[config.mk]
export PLATFORM = sky130hd
export DESIGN_NAME = uart_tx_cfg
export DESIGN_NICKNAME = d
export VERILOG_FILES = /design/src/rtl/uart_pkg.sv /design/src/rtl/uart_tx_fifo.sv /design/src/rtl/uart_tx_cfg.sv
export SDC_FILE = /design/constraint.sdc
export NUM_CORES = 1
export LEC_CHECK = 0
export ABC_AREA = 0
export BUFFER_PORTS_ARGS = -buffer_cell sky130_fd_sc_hd__buf_2
export CORE_UTILIZATION = 30
export DETAILED_ROUTE_END_ITERATION = 8
export GPL_ROUTABILITY_DRIVEN = 0
export PLACE_DENSITY_LB_ADDON = 0.2
export SYNTH_ARGS = -nofsm -noshare
export SYNTH_HDL_FRONTEND = slang
export SYNTH_SLANG_ARGS = --single-unit
[constraint.sdc]
create_clock -name clk -period 4.1 [get_ports clk]
set_input_delay 0.41 -clock clk [delete_from_list [all_inputs] [get_ports clk]]
set_output_delay 0.41 -clock clk [all_outputs]
set_load 0.05 [all_outputs]
[src/rtl/uart_pkg.sv]
// Shared types for the UART transmitter: FSM state encoding and parity mode codes.
package uart_pkg;

    typedef enum logic [2:0] {
        IDLE   = 3'd0,
        START  = 3'd1,
        DATA   = 3'd2,
        PARITY = 3'd3,
        STOP   = 3'd4
    } tx_state_t;

    typedef logic [1:0] parity_mode_t;

    localparam parity_mode_t PAR_NONE = 2'b00;
    localparam parity_mode_t PAR_EVEN = 2'b01;
    localparam parity_mode_t PAR_ODD  = 2'b10;

    // Mode 11 is reserved and behaves like PAR_NONE.
    function automatic logic par_active(input parity_mode_t m);
        return (m == PAR_EVEN) || (m == PAR_ODD);
    endfunction

endpackage

[src/rtl/uart_tx_fifo.sv]
// Show-ahead TX FIFO: rdata always presents the oldest entry; pointers wrap modulo DEPTH.
module uart_tx_fifo #(
    parameter int WIDTH = 8,
    parameter int DEPTH = 8
) (
    input  logic                     clk,
    input  logic                     reset_n,
    input  logic                     push,
    input  logic [WIDTH-1:0]         wdata,
    input  logic                     pop,
    output logic [WIDTH-1:0]         rdata,
    output logic                     full,
    output logic                     empty,
    output logic [$clog2(DEPTH):0]   count
);
    localparam int AW = $clog2(DEPTH);

    logic [WIDTH-1:0] r_mem [DEPTH];
    logic [AW-1:0]    r_wptr, r_rptr;
    logic [AW:0]      r_count;
    logic             w_push, w_pop;

    assign w_push = push && !full;
    assign w_pop  = pop && !empty;
    assign full   = (r_count == (AW+1)'(DEPTH));
    assign empty  = (r_count == '0);
    assign count  = r_count;
    assign rdata  = r_mem[r_rptr];

    always_ff @(posedge clk or negedge reset_n) begin
        if (!reset_n) begin
            r_wptr  <= '0;
            r_rptr  <= '0;
            r_count <= '0;
        end else begin
            if (w_push) r_wptr <= r_wptr + 1'b1;
            if (w_pop)  r_rptr <= r_rptr + 1'b1;
            case ({w_push, w_pop})
                2'b10:   r_count <= r_count + 1'b1;
                2'b01:   r_count <= r_count - 1'b1;
                default: r_count <= r_count;
            endcase
        end
    end

    always_ff @(posedge clk) begin
        if (w_push) r_mem[r_wptr] <= wdata;
    end

endmodule

[src/rtl/uart_tx_cfg.sv]
// FIFO-buffered UART transmitter: start, DATA_W bits LSB first, optional parity, STOP_BITS stops.
// Define UART_TX_PARITY_EN to build in the even/odd parity bit selected by parity_mode.
module uart_tx_cfg
    import uart_pkg::*;
#(
    parameter int DATA_W       = 8,
    parameter int CLKS_PER_BIT = 5208,
    parameter int FIFO_DEPTH   = 8,
    parameter int STOP_BITS    = 1
) (
    input  logic                          clk,
    input  logic                          reset_n,
    input  logic                          tx_valid,
    output logic                          tx_ready,
    input  logic [DATA_W-1:0]             tx_data,
    input  logic [1:0]                    parity_mode,
    output logic                          TX_out,
    output logic                          busy,
    output logic [$clog2(FIFO_DEPTH):0]   fifo_count,
    output logic                          CountSig
);
    localparam int            CW        = $clog2(CLKS_PER_BIT);
    localparam int            BW        = $clog2(DATA_W);
    localparam logic [CW-1:0] CNT_LAST  = CW'(CLKS_PER_BIT - 1);
    localparam logic [BW-1:0] BIT_LAST  = BW'(DATA_W - 1);
    localparam logic [BW-1:0] STOP_LAST = BW'(STOP_BITS - 1);

    tx_state_t         r_state, w_state_nxt;
    logic [CW-1:0]     r_cnt;
    logic [BW-1:0]     r_bit;
    logic [DATA_W-1:0] r_shift, w_shift_nxt, w_fifo_rdata;
    logic              r_tx, w_tx_nxt, r_rdy;
    logic              w_tick, w_push, w_pop, w_full, w_empty;
`ifdef UART_TX_PARITY_EN
    logic              r_par, r_par_en;
`else
    logic              w_unused_par;
    assign w_unused_par = ^parity_mode;
`endif

    // r_rdy holds tx_ready low through reset and the first edge after release.
    assign tx_ready = r_rdy && !w_full;
    assign w_push   = tx_valid && tx_ready;
    assign busy     = (r_state != IDLE);
    assign w_tick   = busy && (r_cnt == CNT_LAST);
    assign CountSig = w_tick;
    assign TX_out   = r_tx;

    uart_tx_fifo #(.WIDTH(DATA_W), .DEPTH(FIFO_DEPTH)) u_fifo (
        .clk     (clk),
        .reset_n (reset_n),
        .push    (w_push),
        .wdata   (tx_data),
        .pop     (w_pop),
        .rdata   (w_fifo_rdata),
        .full    (w_full),
        .empty   (w_empty),
        .count   (fifo_count)
    );

    always_ff @(posedge clk or negedge reset_n) begin
        if (!reset_n) r_state <= IDLE;
        else          r_state <= w_state_nxt;
    end

    always_comb begin
        w_state_nxt = r_state;
        w_pop       = 1'b0;
        case (r_state)
            IDLE: if (!w_empty) begin
                w_pop       = 1'b1;
                w_state_nxt = START;
            end
            START: if (w_tick) w_state_nxt = DATA;
            DATA: if (w_tick && r_bit == BIT_LAST) begin
`ifdef UART_TX_PARITY_EN
                w_state_nxt = r_par_en ? PARITY : STOP;
`else
                w_state_nxt = STOP;
`endif
            end
`ifdef UART_TX_PARITY_EN
            PARITY: if (w_tick) w_state_nxt = STOP;
`endif
            // Chain straight into the next frame when more data is waiting.
            STOP: if (w_tick && r_bit == STOP_LAST) begin
                if (!w_empty) begin
                    w_pop       = 1'b1;
                    w_state_nxt = START;
                end else begin
                    w_state_nxt = IDLE;
                end
            end
            default: w_state_nxt = IDLE;
        endcase
    end

    always_comb begin
        w_shift_nxt = r_shift;
        if (w_pop)                          w_shift_nxt = w_fifo_rdata;
        else if (w_tick && r_state == DATA) w_shift_nxt = r_shift >> 1;
    end

    // Line level is registered from next-state so TX_out never glitches on transitions or reset.
    always_comb begin
        w_tx_nxt = 1'b1;
        case (w_state_nxt)
            START:   w_tx_nxt = 1'b0;
            DATA:    w_tx_nxt = w_shift_nxt[0];
`ifdef UART_TX_PARITY_EN
            PARITY:  w_tx_nxt = r_par;
`endif
            default: w_tx_nxt = 1'b1;
        endcase
    end

    always_ff @(posedge clk or negedge reset_n) begin
        if (!reset_n) begin
            r_cnt   <= '0;
            r_bit   <= '0;
            r_shift <= '0;
            r_tx    <= 1'b1;
            r_rdy   <= 1'b0;
        end else begin
            r_rdy   <= 1'b1;
            r_tx    <= w_tx_nxt;
            r_shift <= w_shift_nxt;
            if (w_pop || w_tick || !busy) r_cnt <= '0;
            else                          r_cnt <= r_cnt + 1'b1;
            if (w_pop || (w_tick && w_state_nxt != r_state)) r_bit <= '0;
            else if (w_tick)                                 r_bit <= r_bit + 1'b1;
        end
    end

`ifdef UART_TX_PARITY_EN
    always_ff @(posedge clk or negedge reset_n) begin
        if (!reset_n) begin
            r_par    <= 1'b0;
            r_par_en <= 1'b0;
        end else if (w_pop) begin
            r_par    <= (^w_fifo_rdata) ^ (parity_mode == PAR_ODD);
            r_par_en <= par_active(parity_mode);
        end
    end
`endif

endmodule

### Yosys cells after proc, flatten, opt, wreduce, memory -nomap -nowiden

Memories as Yosys holds them, arrays and structs flattened.
Cells that the tools add are included.

* register bits: 39
* bits in writable memories: 64
* input port bits: 13
* output and inout bits: 8
* logic and storage cells: 68
* memories kept: 1

Memory list
* u_fifo.r_mem: depth 8, width 8, rd ports 1, clocked after memory_dff 0, wr ports 1, RTL line uart_tx_fifo.sv:18 `logic [WIDTH-1:0] r_mem [DEPTH];`

* add/subtract/negate cells: 6
* eq/ne operators: 11
* multiplexer cells: 18
* reductions and logical operators: 22

Operators by type and width (number)
* 3-bit two-way mux: 6
* 8-bit two-way mux: 2
* 13-bit by 1-bit adder with 13-bit output (second input constant): 1
* 13-bit equality test (second input constant): 1
* 13-bit two-way mux: 1
* 3-bit case mux with 4 select lines: 1
* 3-bit by 1-bit adder with 3-bit output (second input constant): 3
* 1-bit logical AND: 9
* 4-bit case mux with 2 select lines: 1
* 3-bit by 1-bit equality test with 1-bit output (second input constant): 2
* 3-bit by 2-bit equality test with 1-bit output (second input constant): 2
* 3-bit equality test (second input constant): 2
* 3-bit zero test: 2
* 2-bit nonzero test: 3
* 1-bit two-way mux: 5
* 4-bit by 1-bit adder with 4-bit output (second input constant): 1
* 4-bit equality test (second input constant): 1
* 4-bit zero test: 1
* 1-bit case mux with 2 select lines: 2
* 4-bit by 1-bit subtractor with 4-bit output (second input constant): 1
* 1-bit zero test: 3
* 1-bit logical OR: 3
* 3-bit != test: 1
* 3-bit nonzero test: 1
* 2 further kinds: 2

### Longest topological paths before layout

* word-level depth: 9
* depth in mapped cells: 13
* depth with buffers taken out: 13

### Hierarchy

From an unflattened synthesis, not the netlist that was laid out.

* cells, all modules: 305
* area, all modules: 4642.0 um2

Modules (own cells, without submodules)
* uart_tx_fifo: times used 1, cells an instance 160, area an instance 3124.2 um2, sequential area each 2172.1 um2
* uart_tx_cfg: times used 1, cells an instance 145, area an instance 1517.7 um2, sequential area each 726.9 um2

### Worst setup path after synthesis

Ideal clock, no wire load.

* kind: register to register
* start point: register u_fifo.r_count[1], in the netlist u_fifo.count[1]
* end point: register u_fifo.r_count[2], in the netlist u_fifo.count[2]
* library setup time: 0.148 ns
* arrival time: 3.643 ns
* data required time: 3.952 ns
* path slack: 0.310 ns
* cell stages (with the launch flop): 13
* path buffers: 1
* clock period less this slack: 3.790 ns
* path through: dfrtp_1 clkbuf_1 nor3_1 a21boi_0 and2_1 inv_1 ha_1 xor2_1 ha_1 a21oi_1 xor2_1 nor2_1 xor2_1

* word-level cells in the longest chain between the ends: 7
* elaborated cells on any way between the ends: 17
* classes of those cells: 2 x add/sub; 3 x eq/ne; 4 x mux; 8 x reduce/logical

Ends and longest elaborated chain
* start: declaration: RTL line uart_tx_fifo.sv:20 `logic [AW:0] r_count;`
* start signal: assignment: RTL line uart_tx_fifo.sv:39 `2'b10: r_count <= r_count + 1'b1;`
* start signal: assignment: RTL line uart_tx_fifo.sv:40 `2'b01: r_count <= r_count - 1'b1;`
* start signal: assignment: RTL line uart_tx_fifo.sv:41 `default: r_count <= r_count;`
* 4-bit equality test (*): RTL line uart_tx_fifo.sv:25 `assign full = (r_count == (AW+1)'(DEPTH));`
* 1-bit zero test (*): RTL line uart_tx_cfg.sv:42 `assign tx_ready = r_rdy && !w_full;`
* 1-bit logical AND (*): RTL line uart_tx_cfg.sv:42
* via tx_ready: RTL line uart_tx_cfg.sv:14 `output logic tx_ready,`
* 1-bit logical AND (*): RTL line uart_tx_cfg.sv:43 `assign w_push = tx_valid && tx_ready;`
* 1-bit logical AND (*): RTL line uart_tx_fifo.sv:23 `assign w_push = push && !full;`
* 2-bit by 1-bit equality test with 1-bit output or 2-bit equality test (tied branches): RTL line uart_tx_fifo.sv:38 `case ({w_push, w_pop})`
* 4-bit case mux with 2 select lines or 2-bit nonzero test (tied branches)

The timed path passes the listed nets; every way through them passes the cells marked *.
A chain may end at the register's enable or synchronous reset.

### Worst setup path in the final report

* start point: register r_bit[0]
* end point: register u_fifo.r_count[2], in the netlist u_fifo.count[2]

* word-level cells in the longest chain between the ends: 7
* elaborated cells on any way between the ends: 9
* classes of those cells: 2 x eq/ne; 3 x mux; 4 x reduce/logical

Ends and longest elaborated chain
* start: declaration: RTL line uart_tx_cfg.sv:30 `logic [BW-1:0] r_bit;`
* start signal: assignment: RTL line uart_tx_cfg.sv:131 `else if (w_tick) r_bit <= r_bit + 1'b1;`
* 3-bit zero test (*): RTL line uart_tx_cfg.sv:86 `STOP: if (w_tick && r_bit == STOP_LAST) begin`
* 1-bit logical AND (*): RTL line uart_tx_cfg.sv:86
* 1-bit two-way mux (*): RTL line uart_tx_cfg.sv:86
* 1-bit case mux with 2 select lines (*): RTL line uart_tx_cfg.sv:69 `case (r_state)`
* 1-bit logical AND (*): RTL line uart_tx_fifo.sv:24 `assign w_pop = pop && !empty;`
* via u_fifo.w_pop: RTL line uart_tx_fifo.sv:21 `logic w_push, w_pop;`
* 2-bit by 1-bit equality test with 1-bit output or 2-bit equality test (tied branches): RTL line uart_tx_fifo.sv:38
* 4-bit case mux with 2 select lines or 2-bit nonzero test (tied branches)

Marks and branches as above.

==> metrics.md <==
| Metric | Value |
|---|---|
| Outcome | finished clean |
| Synth Instances | 295 |
| Net Sw Power | 0.000882 W |
| Synth Register Bits | 103 |
| Critical path, cell by cell | inv_1 > ha_1 > or4bb_1 > or4_4 > a2111o_1 > clkinv_2 > ha_1 > xor2_1 > ha_1 > a21oi_1 > xor2_1 > nor2_1 > xor2_1 |
| R2R Path End | u_fifo.count[2] |
| Syn_area_per_cell | 14.9 µm² |
| Port Buffer Count | 18 |
| Number of synthesized flops with an enable pin | 64 |
| CP delay by family, top | simple AND/OR/NAND/NOR gates |
| Min-Delay Path Class | in -> async |
| HPWL Detailed | 5360 µm |
| Clock Skew | 0.00849 ns |
| Final-stage net count | 340 |
| Fmax | 283 MHz |
| Detailed Route WL | 8260 µm |
| CP max FO | 11 |
| Leakage power | 1.86 nW |
| CP startpoint kind | register |
| Pin count of the biggest net entering global routing | 40 |
| Gr ovfl total | 0 |
| Clock transition at path regs | 0.07 ns |
| Part of the power in registers | 49.9% |
| Min Clock Period, post-route | 3.54 ns |
| Vias in the first global route | 2429 |
| Clk sinks | 103 |
| Critical path capture point type | register |
| Clock power share | 28.8% |
| CTS tree | yes |
| Unique masters post-synth | 48 |
| Gate power share | 21.3% |
| Commonest non-fill, non-tap cell in the layout | edfxtp_1 |
| Worst slew margin | 38.2% |
| CP max stage delay | 0.61 ns |
| Setup Fix Bufs, Post-CTS | 0 |
| Slew Limit Fails | 0 |
| Accumulated negative setup slack | 0 ns |
| I/O pins | 21 |
| Hold_buf cts | 0 |
| Max cap viols | 0 |
| # DRC | 0 |
| WP buf/inv | 2 |
| Clk root buf | clkbuf_16 |
| Antenna Nets Post-Route | 0 |
| Number of buffers created by CTS | 9 |
| Switching fraction of total power | 30.0% |
| Vias per cell | 4.79 |
| WP data required | 4.32 ns |
| Power Density | 586 nW/µm² |
| Die X | 123 µm |
| Worst R2R Setup Slack | 0.56 ns |
| Synthesis-to-finish area growth | 13.7% |
| Clk buf depth | 2 |
| Dpl ws | 0.560 ns |
| Worst r2r src | r_bit[0] |
| Core area | 14100 µm² |
| Die Height | 123 µm |
| Synth top area cells | edfxtp_1, dfrtp_1, mux4_2 |
| H-tree depth | 3 |
| Filler cells | 1341 |
| Syn_nets | 317 |
| Number of detailed-route iterations in the first pass | 4 |
| Share of cells above drive strength 1 | 18.9% |
| Most frequent cells in the layout | edfxtp_1, dfrtp_1, nor2_1, nand2_1, buf_2 |
| Vias | 2405 |
| Routed length per instance | 16.4 µm |
| Sequential-to-total area share from yosys stat | 65.8% |
| Share of the synthesized area in the top cell type | 43.6% |
| Initial antenna violation count | 0 |
| Crit-path slowest cell | a2111o_1 |
| Mapped Area | 4400 µm² |
| Setup ws final | 0.563 ns |
| Commonest register cell after synthesis | edfxtp_1 |
| Post-CTS Resized | 0 |
| Initial DRC count | 225 |
| Worst-margin pin slew | 0.924 ns |
| Top cell type by total area after synthesis | edfxtp_1 |
| Worst vdd ir | 229 µV |
| # setup viols final | 0 |
| Power consumption | 0.00294 W |
| GRT Util Overall | 12.1% |
| Rows | 43 |
| WHS | 0.195 ns |
| Die area | 15200 µm² |
| P_int | 0.00206 W |
| Ys async rst share | 37.9% |
| RSZ-0062 raised after global routing | false |
| Crit path kind | reg -> reg |
| Final hold violations | 0 |
| Initial core utilization | 31.2% |
| Global-route wire length before repair | 13200 µm |
| Post-route clock period utilization | 86.3% |
| Antenna cells | 0 |
| Yosys warns | 0 |
| Skew-Pair Late Insertion Delay | 0.34 ns |
| Critical path arrival | 3.75 ns |
| Reg2Reg Depth | 13 |
-- metrics by stage --
step / utilization, % / instance area, µm² / instances
final: 35.5 / 5010 / 502
after global routing: 35.5 / 5010 / 502
after CTS: 35.5 / 5010 / 502
after detailed placement: 33.5 / 4720 / 487
after global placement: 33.5 / 4720 / 487
after floorplan: - / 4400 / 295
-- layout make-up --
type                            count  area (µm²)  area share (%)
Sequential cell                   103        2900            57.9
Multi-Input combinational cell    174        1440            28.8
Clock buffer                        9         225            4.50
Tap cell                          180         225            4.50
Timing Repair Buffer               22         120            2.40
Clock inverter                      6        66.3            1.32
Inverter                            8        31.3           0.625
-- registers in the layout, summed over array words and instances, names as in the netlist --
signal / count
u_fifo.r_mem: 64
r_cnt: 13
r_shift: 8
u_fifo.count: 4
r_bit: 3
r_state: 3
u_fifo.r_rptr: 3
u_fifo.r_wptr: 3
TX_out: 1
r_rdy: 1
-- worst max path at each step --
stage / endpoint / start / cells after the start / slack [ns]
3_3_place_gp: u_fifo.count[2] / r_bit[0] / 13 / 0.59
5_1_grt: u_fifo.count[2] / r_bit[0] / 13 / 0.30
6_report: u_fifo.count[2] / r_bit[0] / 13 / 0.56
3_5_place_dp: u_fifo.count[2] / r_bit[0] / 13 / 0.56
4_1_cts: u_fifo.count[2] / r_bit[0] / 13 / 0.51
2_1_floorplan: u_fifo.count[2] / u_fifo.count[1] / 12 / 0.31
-- cells in the mapped netlist (2+ instances only) --
cell type,number
or4_1,3
o21ai_0,4
buf_2,2
edfxtp_1,64
xnor2_1,7
mux4_2,16
and2_1,3
mux2i_1,9
a21oi_1,4
a211o_1,2
or3_1,2
nand2_1,21
a21boi_0,2
nand4b_1,2
a221o_1,6
and3_1,6
o21ai_1,2
nand3_1,7
ha_1,9
inv_1,7
nor3_1,3
nor2_1,28
dfrtp_1,38
nor2b_1,2
nand2b_1,5
a211oi_1,2
buf_1,2
xor2_1,12
clkbuf_1,6
-- routing by layer --
metal	routed length, µm	GRT usage (%)
met5	0	0
met4	83	3.39
met3	338	3.74
met2	3960	19.6
met1	3870	15.6
-- cells by family after synthesis --
| kind of cell | after synthesis | share of synthesized area [%] |
|---|---|---|
| xor+xnor | 19 | 3.78 |
| mux | 27 | 10.7 |
| other cells | 1 | 0.0851 |
| buf+inv | 18 | 1.62 |
| compound gates | 25 | 4.20 |
| simple gates | 93 | 11.2 |
| flops | 103 | 65.8 |
| fa+ha+maj | 9 | 2.56 |
-- worst reg2reg max path, delay by kind of cell, from the launching register on --
family,cells,cell delay [ns]
AOI/OAI and AO/OA,2,0.75
buffers and inverters,2,0.25
adders and majority gates,3,0.62
xor gates and xnor gates,3,0.40
and+or+nand+nor,3,1.00
DFF,1,0.40
-- power groups by stage --
stage | combinational [W] | sequential, W | clock [W]
after detailed placement | 0.000641 | 0.00149 | 0
after floorplan | 0.000485 | 0.00145 | 0
final | 0.000626 | 0.00146 | 0.000847
after global routing | 0.000688 | 0.00150 | 0.000916
after global placement | 0.000633 | 0.00149 | 0
after CTS | 0.000643 | 0.00147 | 0.000878
(Power assumes the default switching activity.)
